--- src/rtl/slow_tick_receiver.sv ---
// slow_tick_receiver: synchronizes a divided slow clock into clk_in and emits per-edge tick enables
// Optional feature: define TICK_BOTH_EDGES_EN to also tick on slow_clk falling edges.
module slow_tick_receiver #(
  parameter int          SYNC_STAGES = 2,
  parameter logic [27:0] TIMEOUT_CYC = 28'd200000000,
  parameter int          CNT_W       = 16
) (
  input  logic             clk_in,
  input  logic             reset_in,
  input  logic             slow_clk,
  input  logic             enable,
  output logic             tick,
  output logic [CNT_W-1:0] tick_count,
  output logic [27:0]      period,
  output logic             period_valid,
  output logic             stalled,
  output logic [1:0]       state
);
  localparam logic [1:0] ST_WAIT  = 2'd0;
  localparam logic [1:0] ST_RUN   = 2'd1;
  localparam logic [1:0] ST_STALL = 2'd2;
  localparam logic [27:0] GAP_MAX = 28'hFFFFFFF;

  logic [SYNC_STAGES-1:0] sync_q, sync_d;
  logic                   prev_q, prev_d;
  logic                   tick_q, tick_d;
  logic [CNT_W-1:0]       tick_count_q, tick_count_d;
  logic [27:0]            gap_q, gap_d;
  logic [27:0]            period_q, period_d;
  logic                   period_valid_q, period_valid_d;
  logic                   stalled_q, stalled_d;
  logic [1:0]             state_q, state_d;
  logic                   sync_last, rise, fall, edge_hit, timeout;

  // Edge detection on the synchronized slow clock, tick gating and gap counting
  always_comb begin
    sync_last    = sync_q[SYNC_STAGES-1];
    sync_d       = {sync_q[SYNC_STAGES-2:0], slow_clk};
    prev_d       = sync_last;
    rise         = sync_last & ~prev_q;
    fall         = ~sync_last & prev_q;
`ifdef TICK_BOTH_EDGES_EN
    edge_hit     = rise | fall;
`else
    edge_hit     = rise;
`endif
    tick_d       = edge_hit & enable;
    tick_count_d = tick_count_q + {{(CNT_W-1){1'b0}}, tick_d};
    gap_d        = rise ? 28'd0 : (gap_q == GAP_MAX ? gap_q : gap_q + 28'd1);
    timeout      = gap_q == TIMEOUT_CYC - 28'd1;
  end

  // Link FSM: first-edge wait, period measurement while running, stall detection
  always_comb begin
    state_d        = state_q;
    period_d       = period_q;
    period_valid_d = period_valid_q;
    stalled_d      = stalled_q;
    case (state_q)
      ST_WAIT:  state_d = rise ? ST_RUN : ST_WAIT;
      ST_RUN: begin
        if (rise) begin
          period_d       = gap_q + 28'd1;
          period_valid_d = 1'b1;
        end else if (timeout) begin
          state_d        = ST_STALL;
          stalled_d      = 1'b1;
          period_valid_d = 1'b0;
        end
      end
      ST_STALL: begin
        state_d   = rise ? ST_RUN : ST_STALL;
        stalled_d = rise ? 1'b0 : 1'b1;
      end
      default: begin
        state_d        = ST_WAIT;
        stalled_d      = 1'b0;
        period_valid_d = 1'b0;
      end
    endcase
  end

  // State registers with synchronous active-low reset
  always_ff @(posedge clk_in) begin
    if (!reset_in) begin
      sync_q         <= '0;
      prev_q         <= 1'b0;
      tick_q         <= 1'b0;
      tick_count_q   <= '0;
      gap_q          <= '0;
      period_q       <= '0;
      period_valid_q <= 1'b0;
      stalled_q      <= 1'b0;
      state_q        <= ST_WAIT;
    end else begin
      sync_q         <= sync_d;
      prev_q         <= prev_d;
      tick_q         <= tick_d;
      tick_count_q   <= tick_count_d;
      gap_q          <= gap_d;
      period_q       <= period_d;
      period_valid_q <= period_valid_d;
      stalled_q      <= stalled_d;
      state_q        <= state_d;
    end
  end

  assign tick         = tick_q;
  assign tick_count   = tick_count_q;
  assign period       = period_q;
  assign period_valid = period_valid_q;
  assign stalled      = stalled_q;
  assign state        = state_q;
endmodule

--- config.mk ---
export PLATFORM = sky130hd
export DESIGN_NAME = slow_tick_receiver
export DESIGN_NICKNAME = d
export VERILOG_FILES = /design/src/rtl/slow_tick_receiver.sv
export SDC_FILE = /design/constraint.sdc
export NUM_CORES = 1
export LEC_CHECK = 0
export ABC_AREA = 1
export BUFFER_PORTS_ARGS = -buffer_cell sky130_fd_sc_hd__buf_2
export CORE_MARGIN = 10
export CORE_UTILIZATION = 38
export DETAILED_ROUTE_END_ITERATION = 8
export PLACE_DENSITY = 0.56
export RECOVER_POWER = 25
export SLEW_MARGIN = 20
export SYNTH_ARGS = -nofsm -noshare
export SYNTH_HDL_FRONTEND = slang
export SYNTH_SLANG_ARGS = --single-unit
--- constraint.sdc ---
create_clock -name clk_in -period 2.7 [get_ports clk_in]
set_input_delay 0 -clock clk_in [delete_from_list [all_inputs] [get_ports clk_in]]
set_output_delay 0 -clock clk_in [all_outputs]
set_load 0.01 [all_outputs]
==> results of run 1 <==
-- registers in the layout (all words and copies together), names as in the netlist --
signal,count
sync_q,2
tick_count,16
stalled,1
prev_q,1
period_valid,1
gap_q,28
state,2
period,28
tick,1
-- cell type report --
cell class	instances	area share
clock buffers	11	0.0320
clock inverters	5	0.00907
inverters	94	0.0800
multi-input cells	361	0.413
flip-flops and latches	80	0.363
well taps	133	0.0377
repair buffers	58	0.0649
-- synthesized netlist by cell type --
cell type / number / share of area
sky130_fd_sc_hd__nand2_1: 127 / 0.12
sky130_fd_sc_hd__inv_1: 92 / 0.090
sky130_fd_sc_hd__dfxtp_1: 80 / 0.42
sky130_fd_sc_hd__nor2_1: 54 / 0.053
sky130_fd_sc_hd__nand3_1: 46 / 0.060
sky130_fd_sc_hd__a21oi_1: 30 / 0.039
sky130_fd_sc_hd__o21ai_0: 20 / 0.026
sky130_fd_sc_hd__o21a_1: 13 / 0.025
sky130_fd_sc_hd__nand4_1: 8 / 0.013
sky130_fd_sc_hd__nor3_1: 8 / 0.010
sky130_fd_sc_hd__o211ai_1: 8 / 0.016
sky130_fd_sc_hd__ha_1: 7 / 0.023
sky130_fd_sc_hd__buf_2: 6 / 0.0078
sky130_fd_sc_hd__clkbuf_1: 6 / 0.0059
sky130_fd_sc_hd__xnor2_1: 6 / 0.014
sky130_fd_sc_hd__xor2_1: 6 / 0.014
sky130_fd_sc_hd__nand3b_1: 5 / 0.0098
sky130_fd_sc_hd__nor2_2: 4 / 0.0065
sky130_fd_sc_hd__nand2_2: 3 / 0.0049
sky130_fd_sc_hd__o21ai_1: 3 / 0.0039
sky130_fd_sc_hd__o21bai_1: 3 / 0.0059
sky130_fd_sc_hd__a31oi_1: 2 / 0.0033
sky130_fd_sc_hd__buf_6: 2 / 0.0059
sky130_fd_sc_hd__inv_2: 2 / 0.0020
sky130_fd_sc_hd__nor3_4: 2 / 0.0085
sky130_fd_sc_hd__o31ai_1: 2 / 0.0039
sky130_fd_sc_hd__and3_1: 1 / 0.0016
sky130_fd_sc_hd__nand3_2: 1 / 0.0026
sky130_fd_sc_hd__nor2_4: 1 / 0.0029
sky130_fd_sc_hd__o211a_1: 1 / 0.0026
-- metal layers --
layer	global-route usage	vias up	part of all wire	wire [um]
met5	0	-	0	0
met4	0.0271	0	0.0055	53
met3	0.0428	4	0.048	456
met2	0.225	53	0.45	4350
met1	0.176	1568	0.49	4700
li1	-	1846	-	-
-- final timing paths --
kind,from,end
setup / recovery,sync_q[1],tick_count[14]
hold / removal,reset_in,state[1]
hold reg to reg,sync_q[0],sync_q[1]
setup reg to reg,sync_q[1],tick_count[14]
-- what timing repair did --
| item | CTS | global route |
|---|---|---|
| resized for setup | 0 | 1 |
| setup buffers | 0 | 0 |
| setup endpoints to repair | 0 | 1 |
| hold buffers | 2 | 0 |
| hold endpoints to repair | 2 | 0 |
-- cells by family after synthesis --
kind of cell | Yosys count | share of synthesized area
compound gates | 82 | 0.126
xor+xnor | 12 | 0.0273
fa+ha+maj | 7 | 0.0228
buf+inv | 108 | 0.111
flops | 80 | 0.416
simple gates | 260 | 0.297
-- report_power, final --
part	internal (mW)	switching, mW	leakage (nW)
clock	0.364	0.450	0.0822
sequential	1.19	0.00984	0.646
combinational	0.0262	0.0505	1.31
total	1.58	0.511	2.04
-- worst register-to-register path, stage by stage, from the launching register on --
cell and delay [ps]:
sky130_fd_sc_hd__dfxtp_1 330, sky130_fd_sc_hd__inv_1 40, sky130_fd_sc_hd__nor2_1 140, sky130_fd_sc_hd__inv_1 150
sky130_fd_sc_hd__nor2_1 120, sky130_fd_sc_hd__ha_1 190, sky130_fd_sc_hd__ha_1 170, sky130_fd_sc_hd__nand2_1 80
sky130_fd_sc_hd__nor2_2 180, sky130_fd_sc_hd__nand2_1 100, sky130_fd_sc_hd__nor2_1 190, sky130_fd_sc_hd__nand2_1 140
sky130_fd_sc_hd__o21ai_0 160, sky130_fd_sc_hd__nand2_1 60, sky130_fd_sc_hd__nor2_1 100
==> impl_metrics.xml, run 1 <==
<?xml version="1.0" encoding="UTF-8"?>
<metrics>
  <group name="detailed_routing">
    <metric name="vias_per_cell" unit="">4.68</metric>
    <metric name="detail_route.iter0.violations" unit="">274</metric>
    <metric name="ant_nets" unit="">0</metric>
    <metric name="route.detailed.wl_per_inst" unit="um">12.9</metric>
    <metric name="vias" unit="">3471</metric>
    <metric name="firstDrtPassIters" unit="">5</metric>
    <metric name="totalWireLength" unit="mm">9.56</metric>
    <metric name="drc" unit="">0</metric>
  </group>
  <group name="clocking">
    <metric name="post_cts_clock_slew_at_the_launch_and_capture_registers_of_the_worst_setup_and_hold_paths" unit="ps">90</metric>
    <metric name="clock_tree_from_tritoncts" unit="">done</metric>
    <metric name="cts_buffers" unit="">9</metric>
    <metric name="clock_path_buffers" unit="">2</metric>
    <metric name="clockRootBuffer" unit="">sky130_fd_sc_hd__clkbuf_8</metric>
    <metric name="clock_sinks" unit="">80</metric>
    <metric name="clock_insertion_delay_worst_skew" unit="ps">350</metric>
    <metric name="cts.htree.levels" unit="">3</metric>
  </group>
  <group name="timing">
    <metric name="setup-tns-final" unit="ps">0</metric>
    <metric name="slew_viol_final" unit="">0</metric>
    <metric name="finalClockSkew" unit="ps">9.22</metric>
    <metric name="rsz_0062_raised_after_global_routing" unit="">false</metric>
    <metric name="hold_viol" unit="">0</metric>
    <metric name="finalHoldWorstSlack" unit="ps">46.7</metric>
    <metric name="fmax" unit="MHz">452</metric>
    <metric name="timing.final.ws_setup" unit="ps">490</metric>
    <metric name="final_cycle_utilization_of_the_critical_path" unit="">0.819</metric>
    <metric name="max_slew_margin" unit="">0.654</metric>
    <metric name="min_period" unit="ps">2210</metric>
    <metric name="setup_viol_count_final" unit="">0</metric>
    <metric name="max_slew.worst_pin.slew" unit="ps">518</metric>
  </group>
  <group name="synthesis">
    <metric name="synth-seq-cells" unit="">80</metric>
    <metric name="ys_types" unit="">30</metric>
    <metric name="synth-seq-area-share" unit="">0.416</metric>
    <metric name="synth_warnings" unit="">0</metric>
    <metric name="syn-num-nets" unit="">560</metric>
    <metric name="synth_area" unit="um2">3850</metric>
    <metric name="syn_avg_cell_area" unit="um2">7.01</metric>
    <metric name="synthesis.instances" unit="">549</metric>
  </group>
  <group name="worst_setup_path">
    <metric name="end_kind" unit="">flop</metric>
    <metric name="max_stage_delay_cell_worst_path" unit="">sky130_fd_sc_hd__dfxtp_1</metric>
    <metric name="cpLargestDelayFamily" unit="">simple AND/OR/NAND/NOR gates</metric>
    <metric name="worst-setup-path-type" unit="">flop to flop</metric>
    <metric name="worst_endpoint_data_arrival_time" unit="ps">2500</metric>
    <metric name="biggest_cell_delay_along_the_critical_path" unit="ps">330</metric>
    <metric name="rr_worst_depth" unit="">14</metric>
    <metric name="crit_cells" unit="">14</metric>
    <metric name="path_cells" unit="">inv_1 &gt; nor2_1 &gt; inv_1 &gt; nor2_1 &gt; ha_1 &gt; ha_1 &gt; nand2_1 &gt; nor2_2 &gt; nand2_1 &gt; nor2_1 &gt; nand2_1 &gt; o21ai_0 &gt; nand2_1 &gt; nor2_1</metric>
    <metric name="crit_buf_inv" unit="">2</metric>
    <metric name="r2r_setup_slack" unit="ps">490</metric>
    <metric name="worst-path-max-fanout" unit="">5</metric>
    <metric name="setup_crit_start_kind" unit="">flop</metric>
    <metric name="cp_data_required_time" unit="ps">2990</metric>
  </group>
  <group name="hold_path">
    <metric name="holdCritPathClass" unit="">input pin to flop</metric>
    <metric name="hold_path_depth" unit="">3</metric>
  </group>
  <group name="final_layout">
    <metric name="layout.area.seq" unit="um2">1600</metric>
    <metric name="areaGrowthSynthToFinish" unit="%">14.7</metric>
    <metric name="final_standard_cell_utilization_of_the_core" unit="">0.449</metric>
    <metric name="stdcell_count" unit="">742</metric>
    <metric name="multiInputGateArea" unit="um2">1820</metric>
    <metric name="final_cell_area" unit="um2">4410</metric>
    <metric name="post_route_cells_drive_above_1_share" unit="">0.0920</metric>
    <metric name="nFillCells" unit="">1082</metric>
    <metric name="layout.nets" unit="">615</metric>
    <metric name="layout_commonest_cell" unit="">sky130_fd_sc_hd__nand2_1</metric>
    <metric name="layout_common_cells" unit="">127 x sky130_fd_sc_hd__nand2_1, 92 x sky130_fd_sc_hd__inv_1, 80 x sky130_fd_sc_hd__dfxtp_1</metric>
    <metric name="diodes" unit="">0</metric>
  </group>
  <group name="global_route">
    <metric name="grt_pass1_vias" unit="">3386</metric>
    <metric name="grt_max_degree" unit="">47</metric>
    <metric name="antenna_found_initial" unit="">0</metric>
    <metric name="grt.overflow.total" unit="">0</metric>
    <metric name="track_usage" unit="">0.138</metric>
    <metric name="grt_first_pass_wirelength" unit="mm">16.6</metric>
  </group>
  <group name="floorplan">
    <metric name="starting_utilization_of_the_core_area" unit="">0.392</metric>
    <metric name="die-area" unit="um2">14500</metric>
    <metric name="die_width" unit="um">121</metric>
    <metric name="ioPinCount" unit="">53</metric>
    <metric name="core_region_area" unit="um2">9820</metric>
    <metric name="placement_rows" unit="">36</metric>
    <metric name="die_h" unit="um">121</metric>
  </group>
  <group name="placed_design">
    <metric name="dp_worst_slack" unit="ps">412</metric>
    <metric name="finalWeightedCongestion" unit="">0.897</metric>
    <metric name="place.detailed.instances" unit="">724</metric>
    <metric name="numPortBuffers" unit="">52</metric>
    <metric name="postPlaceCellArea" unit="um2">4250</metric>
    <metric name="place.detailed.hpwl" unit="mm">7.20</metric>
  </group>
  <group name="run_status">
    <metric name="outcome" unit="">completed</metric>
  </group>
  <group name="power_and_ir_drop">
    <metric name="total_leakage_power" unit="nW">2.04</metric>
    <metric name="power_density" unit="nW/um2">474</metric>
    <metric name="fin_total_pwr" unit="mW">2.09</metric>
    <metric name="worst_ir_drop_vdd" unit="mV">0.236</metric>
  </group>
  <group name="job">
    <metric name="maxCapViolCount" unit="">0</metric>
  </group>
</metrics>
No activity file was read; power rests on OpenSTA's default activity.
==> run 2, diff against run 1 <==
--- a/config.mk
+++ b/config.mk
@@ -10,7 +10,7 @@
 export CORE_MARGIN = 10
 export CORE_UTILIZATION = 38
 export DETAILED_ROUTE_END_ITERATION = 8
-export PLACE_DENSITY = 0.56
+export PLACE_DENSITY = 0.58
 export RECOVER_POWER = 25
 export SLEW_MARGIN = 20
 export SYNTH_ARGS = -nofsm -noshare
==> constraint.sdc (replaced) <==
create_clock -name clk_in -period 2 [get_ports clk_in]
set_input_delay 0 -clock clk_in [delete_from_list [all_inputs] [get_ports clk_in]]
set_output_delay 0 -clock clk_in [all_outputs]
set_load 0.01 [all_outputs]
==> run 2 against run 1 <==
Compared with the run above:
- first-iteration DRC count decreased by 16%
- total power grew 40%
- via count grew 1.7%
==> impl_metrics.xml, run 2 (synthesized netlist as in run 1, its figures left out) <==
<?xml version="1.0" encoding="UTF-8"?>
<metrics>
  <group name="worst_setup_path">
    <metric name="crit_path_frequent_cell" unit="">sky130_fd_sc_hd__nand2_1</metric>
    <metric name="critical_path.reg2reg.startpoint" unit="">sync_q[1]</metric>
    <metric name="cpLargestDelayFamily" unit="">simple AND/OR/NAND/NOR gates</metric>
    <metric name="crit-reg2reg-capture" unit="">tick_count[14]</metric>
    <metric name="setup_crit_start_kind" unit="">flop</metric>
    <metric name="path_cells" unit="">inv_1 &gt; nor2_1 &gt; inv_1 &gt; nor2_1 &gt; ha_1 &gt; ha_1 &gt; nand2_1 &gt; nor2_2 &gt; nand2_1 &gt; nor2_2 &gt; nand2_1 &gt; o21ai_1 &gt; nand2_1 &gt; nor2_1</metric>
    <metric name="cp_data_required_time" unit="ps">2280</metric>
    <metric name="max_stage_delay_cell_worst_path" unit="">sky130_fd_sc_hd__dfxtp_1</metric>
    <metric name="rr_worst_depth" unit="">14</metric>
    <metric name="biggest_cell_delay_along_the_critical_path" unit="ps">340</metric>
    <metric name="r2r_setup_slack" unit="ps">150</metric>
    <metric name="crit_buf_inv" unit="">2</metric>
    <metric name="worst_endpoint_data_arrival_time" unit="ps">2130</metric>
    <metric name="end_kind" unit="">flop</metric>
    <metric name="worst-setup-path-type" unit="">flop to flop</metric>
    <metric name="worst-path-max-fanout" unit="">4</metric>
  </group>
  <group name="run_status">
    <metric name="outcome" unit="">completed</metric>
  </group>
  <group name="timing">
    <metric name="finalHoldWorstSlack" unit="ps">62.4</metric>
    <metric name="max_slew_margin" unit="">0.689</metric>
    <metric name="slew_viol_final" unit="">0</metric>
    <metric name="hold_viol" unit="">0</metric>
    <metric name="rsz_0062_raised_after_global_routing" unit="">true</metric>
    <metric name="setup_viol_count_final" unit="">0</metric>
    <metric name="fmax" unit="MHz">540</metric>
    <metric name="max_slew.worst_pin.slew" unit="ps">467</metric>
    <metric name="timing.final.ws_setup" unit="ps">148</metric>
    <metric name="finalClockSkew" unit="ps">15.6</metric>
    <metric name="min_period" unit="ps">1850</metric>
    <metric name="setup-tns-final" unit="ps">0</metric>
    <metric name="final_cycle_utilization_of_the_critical_path" unit="">0.926</metric>
  </group>
  <group name="final_layout">
    <metric name="layout.nets" unit="">625</metric>
    <metric name="final_cell_area" unit="um2">4520</metric>
    <metric name="layout.area.seq" unit="um2">1600</metric>
    <metric name="areaGrowthSynthToFinish" unit="%">17.6</metric>
    <metric name="post_route_cells_drive_above_1_share" unit="">0.115</metric>
    <metric name="multiInputGateArea" unit="um2">1830</metric>
    <metric name="layout_commonest_cell" unit="">sky130_fd_sc_hd__nand2_1</metric>
    <metric name="nFillCells" unit="">1077</metric>
    <metric name="diodes" unit="">0</metric>
    <metric name="layout_common_cells" unit="">127 x sky130_fd_sc_hd__nand2_1, 91 x sky130_fd_sc_hd__inv_1, 80 x sky130_fd_sc_hd__dfxtp_1</metric>
  </group>
  <group name="floorplan">
    <metric name="die-area" unit="um2">14500</metric>
    <metric name="die_h" unit="um">121</metric>
    <metric name="placement_rows" unit="">36</metric>
    <metric name="die_width" unit="um">121</metric>
    <metric name="ioPinCount" unit="">53</metric>
    <metric name="core_region_area" unit="um2">9820</metric>
    <metric name="starting_utilization_of_the_core_area" unit="">0.392</metric>
  </group>
  <group name="hold_path">
    <metric name="holdCritPathClass" unit="">input pin to flop</metric>
    <metric name="hold_path_depth" unit="">3</metric>
    <metric name="worstHoldStart" unit="">reset_in</metric>
    <metric name="hold_ep" unit="">prev_q</metric>
  </group>
  <group name="detailed_routing">
    <metric name="drc" unit="">0</metric>
    <metric name="vias_per_cell" unit="">4.69</metric>
    <metric name="totalWireLength" unit="mm">9.74</metric>
    <metric name="route.detailed.wl_per_inst" unit="um">13.0</metric>
    <metric name="vias" unit="">3529</metric>
    <metric name="ant_nets" unit="">0</metric>
    <metric name="detail_route.iter0.violations" unit="">231</metric>
    <metric name="firstDrtPassIters" unit="">4</metric>
  </group>
  <group name="placed_design">
    <metric name="dp_worst_slack" unit="ps">58.9</metric>
    <metric name="numPortBuffers" unit="">52</metric>
    <metric name="finalWeightedCongestion" unit="">0.887</metric>
    <metric name="postPlaceCellArea" unit="um2">4330</metric>
    <metric name="place.detailed.hpwl" unit="mm">7.56</metric>
  </group>
  <group name="global_route">
    <metric name="grt_max_degree" unit="">29</metric>
    <metric name="grt_first_pass_wirelength" unit="mm">16.8</metric>
    <metric name="grt.overflow.total" unit="">0</metric>
    <metric name="grt_pass1_vias" unit="">3512</metric>
    <metric name="track_usage" unit="">0.138</metric>
    <metric name="antenna_found_initial" unit="">0</metric>
  </group>
  <group name="power_and_ir_drop">
    <metric name="total_leakage_power" unit="nW">2.11</metric>
    <metric name="worst_ir_drop_vdd" unit="mV">0.439</metric>
    <metric name="power_density" unit="nW/um2">646</metric>
  </group>
  <group name="clocking">
    <metric name="clock_path_buffers" unit="">2</metric>
    <metric name="post_cts_buffers" unit="">0</metric>
    <metric name="post_cts_clock_slew_at_the_launch_and_capture_registers_of_the_worst_setup_and_hold_paths" unit="ps">70</metric>
    <metric name="cts_buffers" unit="">9</metric>
    <metric name="clock_insertion_delay_worst_skew" unit="ps">350</metric>
    <metric name="cts.htree.levels" unit="">3</metric>
    <metric name="clockRootBuffer" unit="">sky130_fd_sc_hd__clkbuf_8</metric>
    <metric name="clock_sinks" unit="">80</metric>
    <metric name="clock_tree_from_tritoncts" unit="">done</metric>
  </group>
  <group name="job">
    <metric name="maxCapViolCount" unit="">0</metric>
  </group>
</metrics>
run 2: cell types whose count changed in the layout (fill, tap and decap cells not counted), moves of 2 or more:
cell	previous run	this run
sky130_fd_sc_hd__nor2_2	4	6
sky130_fd_sc_hd__buf_2	23	25
sky130_fd_sc_hd__buf_4	3	12
sky130_fd_sc_hd__nor2_1	53	51
sky130_fd_sc_hd__clkbuf_1	30	28
run 2: layout make-up:
class	count	area share
multi-input combinational	361	0.405
sequential	80	0.354
timing repair buffer	68	0.0833
inverter	94	0.0780
tap	133	0.0368
clock buffer	10	0.0282
clock inverter	6	0.0149
run 2: power breakdown:
part | switching (mW) | leakage [nW] | internal (mW) | total, mW
logic | 0.0734 | 1.37 | 0.0418 | 0.115
clock network | 0.609 | 0.0929 | 0.582 | 1.19
registers | 0.00959 | 0.646 | 1.61 | 1.62
run 2: worst reg2reg max path: stages (launching register included):
cell and delay (ps):
sky130_fd_sc_hd__dfxtp_1 340, sky130_fd_sc_hd__inv_1 40, sky130_fd_sc_hd__nor2_1 110, sky130_fd_sc_hd__inv_1 70, sky130_fd_sc_hd__nor2_1 100, sky130_fd_sc_hd__ha_1 180
sky130_fd_sc_hd__ha_1 170, sky130_fd_sc_hd__nand2_1 80, sky130_fd_sc_hd__nor2_2 110, sky130_fd_sc_hd__nand2_1 90, sky130_fd_sc_hd__nor2_2 110, sky130_fd_sc_hd__nand2_1 100
sky130_fd_sc_hd__o21ai_1 150, sky130_fd_sc_hd__nand2_1 70, sky130_fd_sc_hd__nor2_1 80
run 2: worst max-delay path by stage:
stage / from / to / slack, ps / depth (start not counted)
global placement: sync_q[1] / tick_count[14] / 210 / 14
CTS: sync_q[1] / tick_count[14] / 40 / 14
finish: sync_q[1] / tick_count[14] / 150 / 14
global route: sync_q[1] / tick_count[14] / -40 / 14
detailed placement: sync_q[1] / tick_count[14] / 60 / 14
floorplan: sync_q[1] / tick_count[14] / 70 / 14
run 2: layer usage:
metal | up-vias | share of wire | global-route usage
met3 | 2 | 0.047 | 0.0354
met2 | 58 | 0.46 | 0.222
li1 | 1874 | - | -
met5 | - | 0 | 0
met1 | 1595 | 0.49 | 0.180
met4 | 0 | 0.0031 | 0.0370
run 2: stage by stage:
step | std cells | power [mW] | util
after floorplan | 549 | 1.72 | -
after global placement | 734 | 1.77 | 0.441
after detailed placement | 734 | 1.77 | 0.441
after CTS | 752 | 2.96 | 0.463
after global routing | 752 | 3.05 | 0.460
final | 752 | 2.92 | 0.460
run 2: repair_timing:
action                     CTS  global route
hold endpoints to repair     2             0
hold buffers                 2             0
setup endpoints to repair    0             5
gates resized for setup      0             5
